File: src/rtl/pio_led_sequencer.sv
// Purpose: decodes the PIO export word into mask/duty/mode/rate and drives the 8 user LEDs with PWM'd patterns.
// Latency: pio_word -> led = 1 sample cycle + wait to PWM wrap + 1 apply cycle + 1 output register cycle.
// Backpressure: none; pio_word is level-sampled and changes coalesce until the next PWM period boundary.
module pio_led_sequencer #(
    parameter int TICK_BASE      = 12000,
    parameter int PWM_DIV        = 1,
    parameter bit LED_ACTIVE_LOW = 1'b0
) (
    input  logic        clk_clk,
    input  logic        reset_reset,
    input  logic [31:0] pio_word,
    output logic [7:0]  led,
    output logic        cfg_applied
);

    typedef struct packed {
        logic [7:0] rate;
        logic [1:0] mode;
        logic [7:0] duty;
        logic [7:0] mask;
    } cfg_t;

    typedef enum logic {S_UP, S_DOWN} dir_e;

    localparam logic [1:0] MODE_STATIC = 2'd0;
    localparam logic [1:0] MODE_BLINK  = 2'd1;
    localparam logic [1:0] MODE_SCAN   = 2'd2;
    localparam logic [1:0] MODE_COUNT  = 2'd3;

    localparam int         PSC_W   = (PWM_DIV > 1) ? $clog2(PWM_DIV) : 1;
    // Wide enough for the slowest rate: 256 * TICK_BASE clocks per tick.
    localparam int         TICK_W  = $clog2(256 * TICK_BASE);
    localparam logic [7:0] LED_INV = LED_ACTIVE_LOW ? 8'hFF : 8'h00;

    cfg_t              word_fields;
    cfg_t              smp;
    cfg_t              cfg;
    logic [PSC_W-1:0]  psc;
    logic [7:0]        pcnt;
    logic [TICK_W-1:0] tcnt;
    logic [TICK_W-1:0] tick_lim;
    logic [7:0]        cnt;
    logic              bph;
    dir_e              dir_q, dir_d;
    logic [2:0]        pos_q, pos_d;
    logic [7:0]        pat;
    logic              psc_last;
    logic              wrap;
    logic              pend;
    logic              apply;
    logic              tick;
    logic              pwm_on;
    logic              unused_bits;

    assign word_fields = {pio_word[27:20], pio_word[17:16], pio_word[15:8], pio_word[7:0]};
    assign unused_bits = &{1'b0, pio_word[31:28], pio_word[19:18]};

    assign psc_last = (psc == PSC_W'(PWM_DIV - 1));
    assign wrap     = psc_last && (pcnt == 8'd254);
    assign pend     = (smp != cfg);
    // Config only changes on a period boundary so a brightness period is never cut short.
    assign apply    = wrap && pend;
    assign pwm_on   = (pcnt < cfg.duty);
    assign tick_lim = TICK_W'({1'b0, cfg.rate} + 9'd1) * TICK_W'(TICK_BASE) - TICK_W'(1);
    assign tick     = (tcnt == tick_lim);

    // Sample the PIO word every cycle; promote it to the active config on the PWM wrap.
    always_ff @(posedge clk_clk or posedge reset_reset) begin
        if (reset_reset) begin
            smp         <= '0;
            cfg         <= '0;
            cfg_applied <= 1'b0;
        end else begin
            smp         <= word_fields;
            cfg_applied <= apply;
            if (apply) begin
                cfg <= smp;
            end
        end
    end

    // PWM prescaler and 255-step period counter (0..254).
    always_ff @(posedge clk_clk or posedge reset_reset) begin
        if (reset_reset) begin
            psc  <= '0;
            pcnt <= 8'd0;
        end else if (psc_last) begin
            psc  <= '0;
            pcnt <= (pcnt == 8'd254) ? 8'd0 : pcnt + 8'd1;
        end else begin
            psc  <= psc + PSC_W'(1);
        end
    end

    // Rate tick plus blink phase and counter pattern; apply restarts everything and drops a coincident tick.
    always_ff @(posedge clk_clk or posedge reset_reset) begin
        if (reset_reset) begin
            tcnt <= '0;
            cnt  <= 8'd0;
            bph  <= 1'b1;
        end else if (apply) begin
            tcnt <= '0;
            cnt  <= 8'd0;
            bph  <= 1'b1;
        end else if (tick) begin
            tcnt <= '0;
            if (cfg.mode == MODE_COUNT) begin
                cnt <= cnt + 8'd1;
            end
            if (cfg.mode == MODE_BLINK) begin
                bph <= ~bph;
            end
        end else begin
            tcnt <= tcnt + TICK_W'(1);
        end
    end

    // Scan FSM state register; apply forces the sweep back to position 0 going up.
    always_ff @(posedge clk_clk or posedge reset_reset) begin
        if (reset_reset) begin
            dir_q <= S_UP;
            pos_q <= 3'd0;
        end else if (apply) begin
            dir_q <= S_UP;
            pos_q <= 3'd0;
        end else begin
            dir_q <= dir_d;
            pos_q <= pos_d;
        end
    end

    // Scan next state: bounce between 0 and 7 without repeating the endpoints.
    always_comb begin
        dir_d = dir_q;
        pos_d = pos_q;
        if (tick && (cfg.mode == MODE_SCAN)) begin
            case (dir_q)
                S_UP: begin
                    if (pos_q == 3'd7) begin
                        dir_d = S_DOWN;
                        pos_d = 3'd6;
                    end else begin
                        pos_d = pos_q + 3'd1;
                    end
                end
                S_DOWN: begin
                    if (pos_q == 3'd0) begin
                        dir_d = S_UP;
                        pos_d = 3'd1;
                    end else begin
                        pos_d = pos_q - 3'd1;
                    end
                end
                default: begin
                    dir_d = S_UP;
                    pos_d = 3'd0;
                end
            endcase
        end
    end

    // Pattern selection by mode.
    always_comb begin
        pat = 8'h00;
        case (cfg.mode)
            MODE_STATIC: pat = cfg.mask;
            MODE_BLINK:  pat = bph ? cfg.mask : 8'h00;
            MODE_SCAN:   pat = (8'd1 << pos_q) & cfg.mask;
            MODE_COUNT:  pat = cnt & cfg.mask;
            default:     pat = 8'h00;
        endcase
    end

    // Registered LED drive, gated by PWM and optionally inverted.
    always_ff @(posedge clk_clk or posedge reset_reset) begin
        if (reset_reset) begin
            led <= LED_INV;
        end else begin
            led <= (pat & {8{pwm_on}}) ^ LED_INV;
        end
    end

endmodule
File: config.mk
export PLATFORM = sky130hd
export DESIGN_NAME = pio_led_sequencer
export DESIGN_NICKNAME = d
export VERILOG_FILES = /design/src/rtl/pio_led_sequencer.sv
export SDC_FILE = /design/constraint.sdc
export NUM_CORES = 1
export LEC_CHECK = 0
export ABC_AREA = 1
export BUFFER_PORTS_ARGS = -buffer_cell sky130_fd_sc_hd__buf_2
export CAP_MARGIN = 20
export CORE_MARGIN = 2
export CORE_UTILIZATION = 40
export DETAILED_ROUTE_END_ITERATION = 10
export MAX_ROUTING_LAYER = met4
export SYNTH_ARGS = -nofsm -noshare
export SYNTH_HDL_FRONTEND = slang
export SYNTH_SLANG_ARGS = --single-unit
export TNS_END_PERCENT = 1
File: constraint.sdc
create_clock -name clk_clk -period 7.5 [get_ports clk_clk]
set_input_delay 1.125 -clock clk_clk [delete_from_list [all_inputs] [get_ports clk_clk]]
set_output_delay 1.125 -clock clk_clk [all_outputs]
set_load 0.01 [all_outputs]
==> results.py, run 1 <==
metrics = {
    "flow_run": {
        "max_cap_viol_count": 0,
    },
    "route": {
        "post_drt_wl_per_cell_um": 12.9,
        "wl_met2_um": 8250,
        "initialDrtViolationCount": 288,
        "top_layer": "met4",
        "met3RoutedLength_um": 573,
        "vias": 6606,
        "drcViolationCount": 0,
        "met1_length_um": 8620,
        "first_pass_iters": 5,
        "postRouteAntennaNets": 0,
        "wl_um": 17700,
        "via_per_inst": 4.81,
    },
    "power_and_ir_drop": {
        "pwr-share-comb_pct": 2.6,
        "peakVddDrop_uv": 134,
        "powerDensity_nw_per_um2": 121,
        "total_power_mw": 1.07,
        "p_leak_nw": 4.57,
        "p_switching_mw": 0.234,
        "p_int_mw": 0.836,
        "seq_power_share_pct": 53.5,
        "clkPwrFrac_pct": 43.9,
        "swShare_pct": 21.9,
    },
    "floorplan": {
        "initial_utilization_pct": 40.4,
        "boundaryPins": 43,
        "die_x_um": 146,
        "rows": 52,
        "dieHeight_um": 146,
        "design.die.area_sq_um": 21400,
        "core-area_sq_um": 20000,
    },
    "yosys": {
        "synth_cell_types": 53,
        "syn_avg_cell_area_sq_um": 7.61,
        "synthesis.nets": 1193,
        "synth-edff-count": 0,
        "synth_seq_area_share_pct": 32.2,
        "synth-seq-cells": 104,
        "synthCells": 1064,
        "syn-cell-area_sq_um": 8100,
        "yosys_warnings": 0,
        "ys_async_sr_fraction_pct": 100,
        "yosys_most_used_dff": "dfrtp_1",
    },
    "global_route": {
        "antenna_found_initial": 0,
        "grt_pass1_vias": 6573,
        "grt.overflow.total": 0,
        "grt_max_degree": 71,
        "grt_use_total_pct": 18.1,
        "grt_pass1_wl_um": 30500,
    },
    "clocking": {
        "worstSkewPairLatency_ns": 0.35,
        "tritoncts": "yes",
        "post_cts_buffers": 0,
        "post_cts_resized": 0,
        "tritoncts.num_buffers": 9,
        "cts_htree_levels": 3,
        "clk_pin_slew_ns": 0.07,
        "root_buffer": "clkbuf_16",
        "postCtsHoldBufs": 0,
        "clk_path_buf_depth": 2,
        "clkSinkCount": 104,
    },
    "timing": {
        "slew_violations": 0,
        "fin_ws_ns": 0.965,
        "period_share_pct": 87.1,
        "setup_viol_count_final": 0,
        "tightest_slew_ns": 0.869,
        "rsz0062_at_grt": "no",
        "fmax_mhz": 153,
        "fin_worst_hold_slack_ns": 0.475,
        "hold_viol_final": 0,
        "skew_ns": 0.0115,
        "min_period_ns": 6.54,
        "relSlewSlack_pct": 42.1,
        "fin_setup_tns_ns": 0,
    },
    "critical_path": {
        "cp_max_fo": 9,
        "worst-setup-path-type": "flop to flop",
        "cp-end-kind": "flop",
        "path_depth": 26,
        "cp_data_required_time_ns": 7.75,
        "cp_num_buf_inv": 3,
        "crit_slowest_cell": "dfrtp_1",
        "r2r_cells": 26,
        "r2r_setup_slack_ns": 0.96,
        "max_stage_delay_ns": 0.56,
        "critPathTopFamily": "adder cells",
        "critPathArrivalTime_ns": 6.78,
        "startpoint_type": "flop",
    },
    "place": {
        "dp_hpwl_um": 13900,
        "place_area_sq_um": 8540,
        "place_ws_ns": 1.00,
        "place_congestion": 0.839,
        "io_buffers": 36,
    },
    "run_status": {
        "status": "finished clean",
    },
    "worst_hold_path": {
        "hold_class": "flop to flop",
        "holdPathStages": 1,
    },
    "layout": {
        "diodes": 0,
        "nets": 1227,
        "multi_input_area_sq_um": 4630,
        "final_cell_area_sq_um": 8830,
        "register_area_sq_um": 2600,
        "fillers": 2124,
        "area_delta_synth_final_pct": 9.10,
        "drive_above_1_share_pct": 9.62,
    },
}
power by group through the flow:
stage          Clock (mW)  Combinational (mW)  Sequential, mW
3_3_place_gp            0              0.0292           0.583
4_1_cts             0.487              0.0294           0.572
5_1_grt             0.509              0.0327           0.573
6_report            0.470              0.0281           0.572
3_5_place_dp            0              0.0293           0.583
2_1_floorplan           0              0.0159           0.581
cell type report:
cell class | instances | share of cell area, %
clock buffer | 9 | 2.55
clock inverter | 6 | 0.751
inverter | 206 | 8.79
multi-input combinational | 739 | 52.4
sequential | 104 | 29.5
tap | 270 | 3.82
timing repair buffer | 38 | 2.21
flip-flops by register name (all words and copies together), names as in the netlist:
name         cells
cnt              8
led              8
tcnt            22
bph              1
pos_q            3
smp             26
cfg             26
dir_q            1
cfg_applied      1
pcnt             8
cells in the final DEF, fill, tap and decap left out, types with 2 or more instances in the layout:
master     count
a21oi_1       24
a221oi_1       4
a311oi_1       3
a31o_2         2
a31oi_1        2
buf_2         36
buf_4          2
clkbuf_16      9
clkinv_2       3
dfrtp_1      103
fa_1          31
ha_1          64
inv_1        196
inv_2          7
inv_6          2
nand2_1      251
nand2_2       12
nand2_4        3
nand3_1      105
nand3_2        7
nand4_1       16
nor2_1        83
nor2_2         5
nor3_1        17
nor3_2         6
nor3b_1        8
nor4_1         2
o2111ai_1      8
o21ai_0       36
or2_2          2
xnor2_1        6
xor2_1        26
worst paths after layout:
| kind | startpoint | endpoint |
|---|---|---|
| hold reg to reg | tcnt[0]$_DFF_PP0_ | tcnt[0]$_DFF_PP0_ |
| max in group asynchronous | reset_reset | smp[20]$_DFF_PP0_ |
| setup / recovery | cfg[18]$_DFFE_PP0P_ | cnt[2]$_DFFE_PP0P_ |
| hold / removal | tcnt[0]$_DFF_PP0_ | tcnt[0]$_DFF_PP0_ |
| min in group asynchronous | reset_reset | tcnt[20]$_DFF_PP0_ |
| setup reg to reg | cfg[18]$_DFFE_PP0P_ | cnt[2]$_DFFE_PP0P_ |
synthesized netlist by cell type, types with 6 or more instances:
library cell | n | area [sq um]
o2111ai_1 | 8 | 70.1
nand3_2 | 7 | 70.1
clkbuf_1 | 6 | 22.5
dfrtp_1 | 103 | 2580
nand2_2 | 11 | 68.8
ha_1 | 64 | 801
nand4_1 | 16 | 100
inv_2 | 7 | 26.3
xor2_1 | 26 | 228
inv_1 | 197 | 739
xnor2_1 | 6 | 52.6
a21oi_1 | 24 | 120
o21ai_0 | 36 | 180
nor2_1 | 83 | 312
nor3_2 | 6 | 60.1
nor3_1 | 17 | 85.1
nor3b_1 | 8 | 60.1
nand3_1 | 105 | 526
fa_1 | 31 | 621
nand2_1 | 252 | 946
logic make-up after synthesis:
| group | Yosys count | share of synthesized area, % |
|---|---|---|
| buffers and inverters | 221 | 10.7 |
| AO/OA/AOI/OAI | 87 | 6.44 |
| adder cells (fa/ha/maj) | 95 | 17.6 |
| AND/OR/NAND/NOR | 525 | 29.7 |
| flip-flops | 104 | 32.2 |
| XOR/XNOR | 32 | 3.46 |
routing by layer:
layer	global-route usage [%]	up-vias
met2	30.3	95
met1	23.5	3065
met3	2.59	16
met5	-	-
li1	-	3430
met4	3.64	0
worst reg2reg max path: stages (launching register included):
cell     delay, ns
dfrtp_1       0.56
ha_1          0.32
nand3_1       0.19
nor2_1        0.13
nor2_1        0.05
nor2_1        0.48
inv_1         0.19
fa_1          0.51
fa_1          0.54
fa_1          0.45
fa_1          0.54
inv_1         0.04
ha_1          0.39
inv_2         0.11
nand2_2       0.09
nand3_1       0.15
nand2_1       0.13
nand2_1       0.10
nand2_1       0.12
nor2_1        0.25
nand3_1       0.11
nand2_1       0.17
nand3_1       0.12
nor2_2        0.22
nand3_2       0.25
nand3_1       0.14
nand2_1       0.06
stage by stage:
step	utilization, %	cells
final	44.1	1372
after global placement	42.6	1357
after CTS	44.1	1372
after detailed placement	42.6	1357
after global routing	44.1	1372
after floorplan	-	1064
Power figures use the tool's default switching activity.
==> inputs of run 2 (changes only) <==
- BUFFER_PORTS_ARGS: -buffer_cell sky130_fd_sc_hd__buf_2 -> default
- DONT_BUFFER_PORTS: default -> 1
==> results.py, run 2 (same netlist as run 1, synthesis figures left out) <==
metrics = {
    "route": {
        "first_pass_iters": 5,
        "wl_um": 17400,
        "initialDrtViolationCount": 341,
        "postRouteAntennaNets": 0,
        "via_per_inst": 4.85,
        "vias": 6501,
        "post_drt_wl_per_cell_um": 13.0,
        "drcViolationCount": 0,
    },
    "layout": {
        "reg_top3": "cfg (26), smp (26), tcnt (22)",
        "drive_above_1_share_pct": 6.74,
        "fillers": 2095,
        "nets": 1192,
        "multi_input_area_sq_um": 4630,
        "most-common-layout-cells": "nand2_1 (251), inv_1 (196), nand3_1 (105)",
        "final_common_cell": "nand2_1",
        "fin_cells": 1341,
        "register_area_sq_um": 2600,
        "final_cell_area_sq_um": 8740,
        "area_delta_synth_final_pct": 7.91,
    },
    "timing": {
        "slew_violations": 0,
        "hold_viol_final": 0,
        "skew_ns": 0.0146,
        "fmax_mhz": 156,
        "relSlewSlack_pct": 41.5,
        "period_share_pct": 85.3,
        "tightest_slew_ns": 0.877,
        "min_period_ns": 6.40,
        "rsz0062_at_grt": "no",
        "fin_setup_tns_ns": 0,
        "setup_viol_count_final": 0,
    },
    "place": {
        "place_congestion": 0.855,
        "place_area_sq_um": 8370,
        "dp_cells": 1322,
        "io_buffers": 0,
        "dp_hpwl_um": 13700,
    },
    "flow_run": {
        "max_cap_viol_count": 0,
    },
    "critical_path": {
        "cp_max_fo": 32,
        "startpoint_type": "flop",
        "crit_slowest_cell": "fa_1",
        "cp_data_required_time_ns": 7.79,
        "critPathTopFamily": "adder cells",
        "cp-end-kind": "flop",
        "max_stage_delay_ns": 0.54,
        "cp_num_buf_inv": 3,
        "critPathArrivalTime_ns": 6.69,
        "worst-setup-path-type": "flop to flop",
        "path_common_cell": "nand3_1",
    },
    "power_and_ir_drop": {
        "p_int_mw": 0.913,
        "peakVddDrop_uv": 160,
        "powerDensity_nw_per_um2": 132,
        "p_leak_nw": 4.45,
        "pwr-share-comb_pct": 1.8,
        "clkPwrFrac_pct": 48.7,
        "seq_power_share_pct": 49.5,
        "p_switching_mw": 0.241,
        "swShare_pct": 20.9,
    },
    "worst_hold_path": {
        "hold_class": "flop to flop",
    },
    "run_status": {
        "status": "finished clean",
    },
    "clocking": {
        "postCtsHoldBufs": 0,
        "cts_htree_levels": 3,
        "tritoncts.num_buffers": 9,
        "root_buffer": "clkbuf_16",
        "worstSkewPairLatency_ns": 0.36,
        "clk_pin_slew_ns": 0.07,
        "clk_path_buf_depth": 2,
        "post_cts_resized": 0,
        "tritoncts": "yes",
        "post_cts_buffers": 0,
        "clkSinkCount": 104,
    },
    "floorplan": {
        "boundaryPins": 43,
        "die_x_um": 146,
        "dieHeight_um": 146,
        "core-area_sq_um": 20000,
        "design.die.area_sq_um": 21400,
        "initial_utilization_pct": 40.4,
        "rows": 52,
    },
    "global_route": {
        "grt.overflow.total": 0,
        "grt_use_total_pct": 18.0,
        "antenna_found_initial": 3,
        "grt_pass1_wl_um": 30600,
        "grt_pass1_vias": 6432,
        "grt_max_degree": 73,
    },
}
## run 2: cell count changes in the layout (fill, tap and decap cells not counted)
cell and change:
clkinv_2 -2, inv_8 +2, inv_6 -1, buf_2 -36
clkinv_4 -1, bufinv_16 +2, buf_4 +1, diode_2 +3
clkbuf_8 +1
## run 2: power groups by stage
stage / combinational, mW / clock (mW) / sequential (mW)
final: 0.0206 / 0.562 / 0.572
after global routing: 0.0254 / 0.600 / 0.573
after CTS: 0.0218 / 0.577 / 0.572
after detailed placement: 0.0218 / 0 / 0.583
after global placement: 0.0217 / 0 / 0.583
after floorplan: 0.0159 / 0 / 0.581
## run 2: worst register-to-register path: cells and delay by family, from the launching register on
| kind | cells | cell delay [ns] |
|---|---|---|
| DFF | 1 | 0.53 |
| buffers and inverters | 3 | 0.30 |
| adders and majority gates | 6 | 2.73 |
| xor gates and xnor gates | 1 | 0.25 |
| and+or+nand+nor | 17 | 2.52 |
## run 2: area by class of cell
class / count / area share, %
Sequential cell: 104 / 29.8
Antenna cell: 3 / 0.0859
Multi-Input combinational cell: 739 / 53.0
Timing Repair Buffer: 3 / 0.258
Clock inverter: 6 / 1.39
Tap cell: 270 / 3.87
Clock buffer: 10 / 2.73
Inverter: 206 / 8.89
## run 2: final timing paths
check / slack, ns / cells after the start / start / end
worst max-delay path: 1.10 / 27 / cfg[18]$_DFFE_PP0P_ / dir_q$_DFFE_PP0P_
worst min register to register: 0.47 / 1 / tcnt[0]$_DFF_PP0_ / tcnt[0]$_DFF_PP0_
max in group asynchronous: 5.64 / 2 / reset_reset / pcnt[4]$_DFF_PP0_
min in group asynchronous: 0.63 / 1 / reset_reset / tcnt[20]$_DFF_PP0_
worst min-delay path: 0.47 / 1 / tcnt[0]$_DFF_PP0_ / tcnt[0]$_DFF_PP0_
worst max register to register: 1.10 / 27 / cfg[18]$_DFFE_PP0P_ / dir_q$_DFFE_PP0P_
## run 2: per-stage QoR
| stage | hold slack, ns | power, mW | worst slack (ns) | utilization, % |
|---|---|---|---|---|
| 6_report | 0.469 | 1.15 | 1.10 | 43.6 |
| 4_1_cts | 0.468 | 1.17 | 1.04 | 43.6 |
| 5_1_grt | 0.498 | 1.20 | 0.463 | 43.6 |
| 3_3_place_gp | 0.454 | 0.605 | 1.09 | 41.8 |
| 2_1_floorplan | 0.432 | 0.597 | 2.11 | - |
| 3_5_place_dp | 0.448 | 0.605 | 1.05 | 41.8 |
## run 2: metal layers
metal  share of wire [%]  track usage [%]  up-vias
met2                  45             28.5      101
li1                    -                -     3375
met3                 3.4             3.31       19
met4                 1.8             4.13        0
met5                   0                -        -
met1                  50             24.3     3006
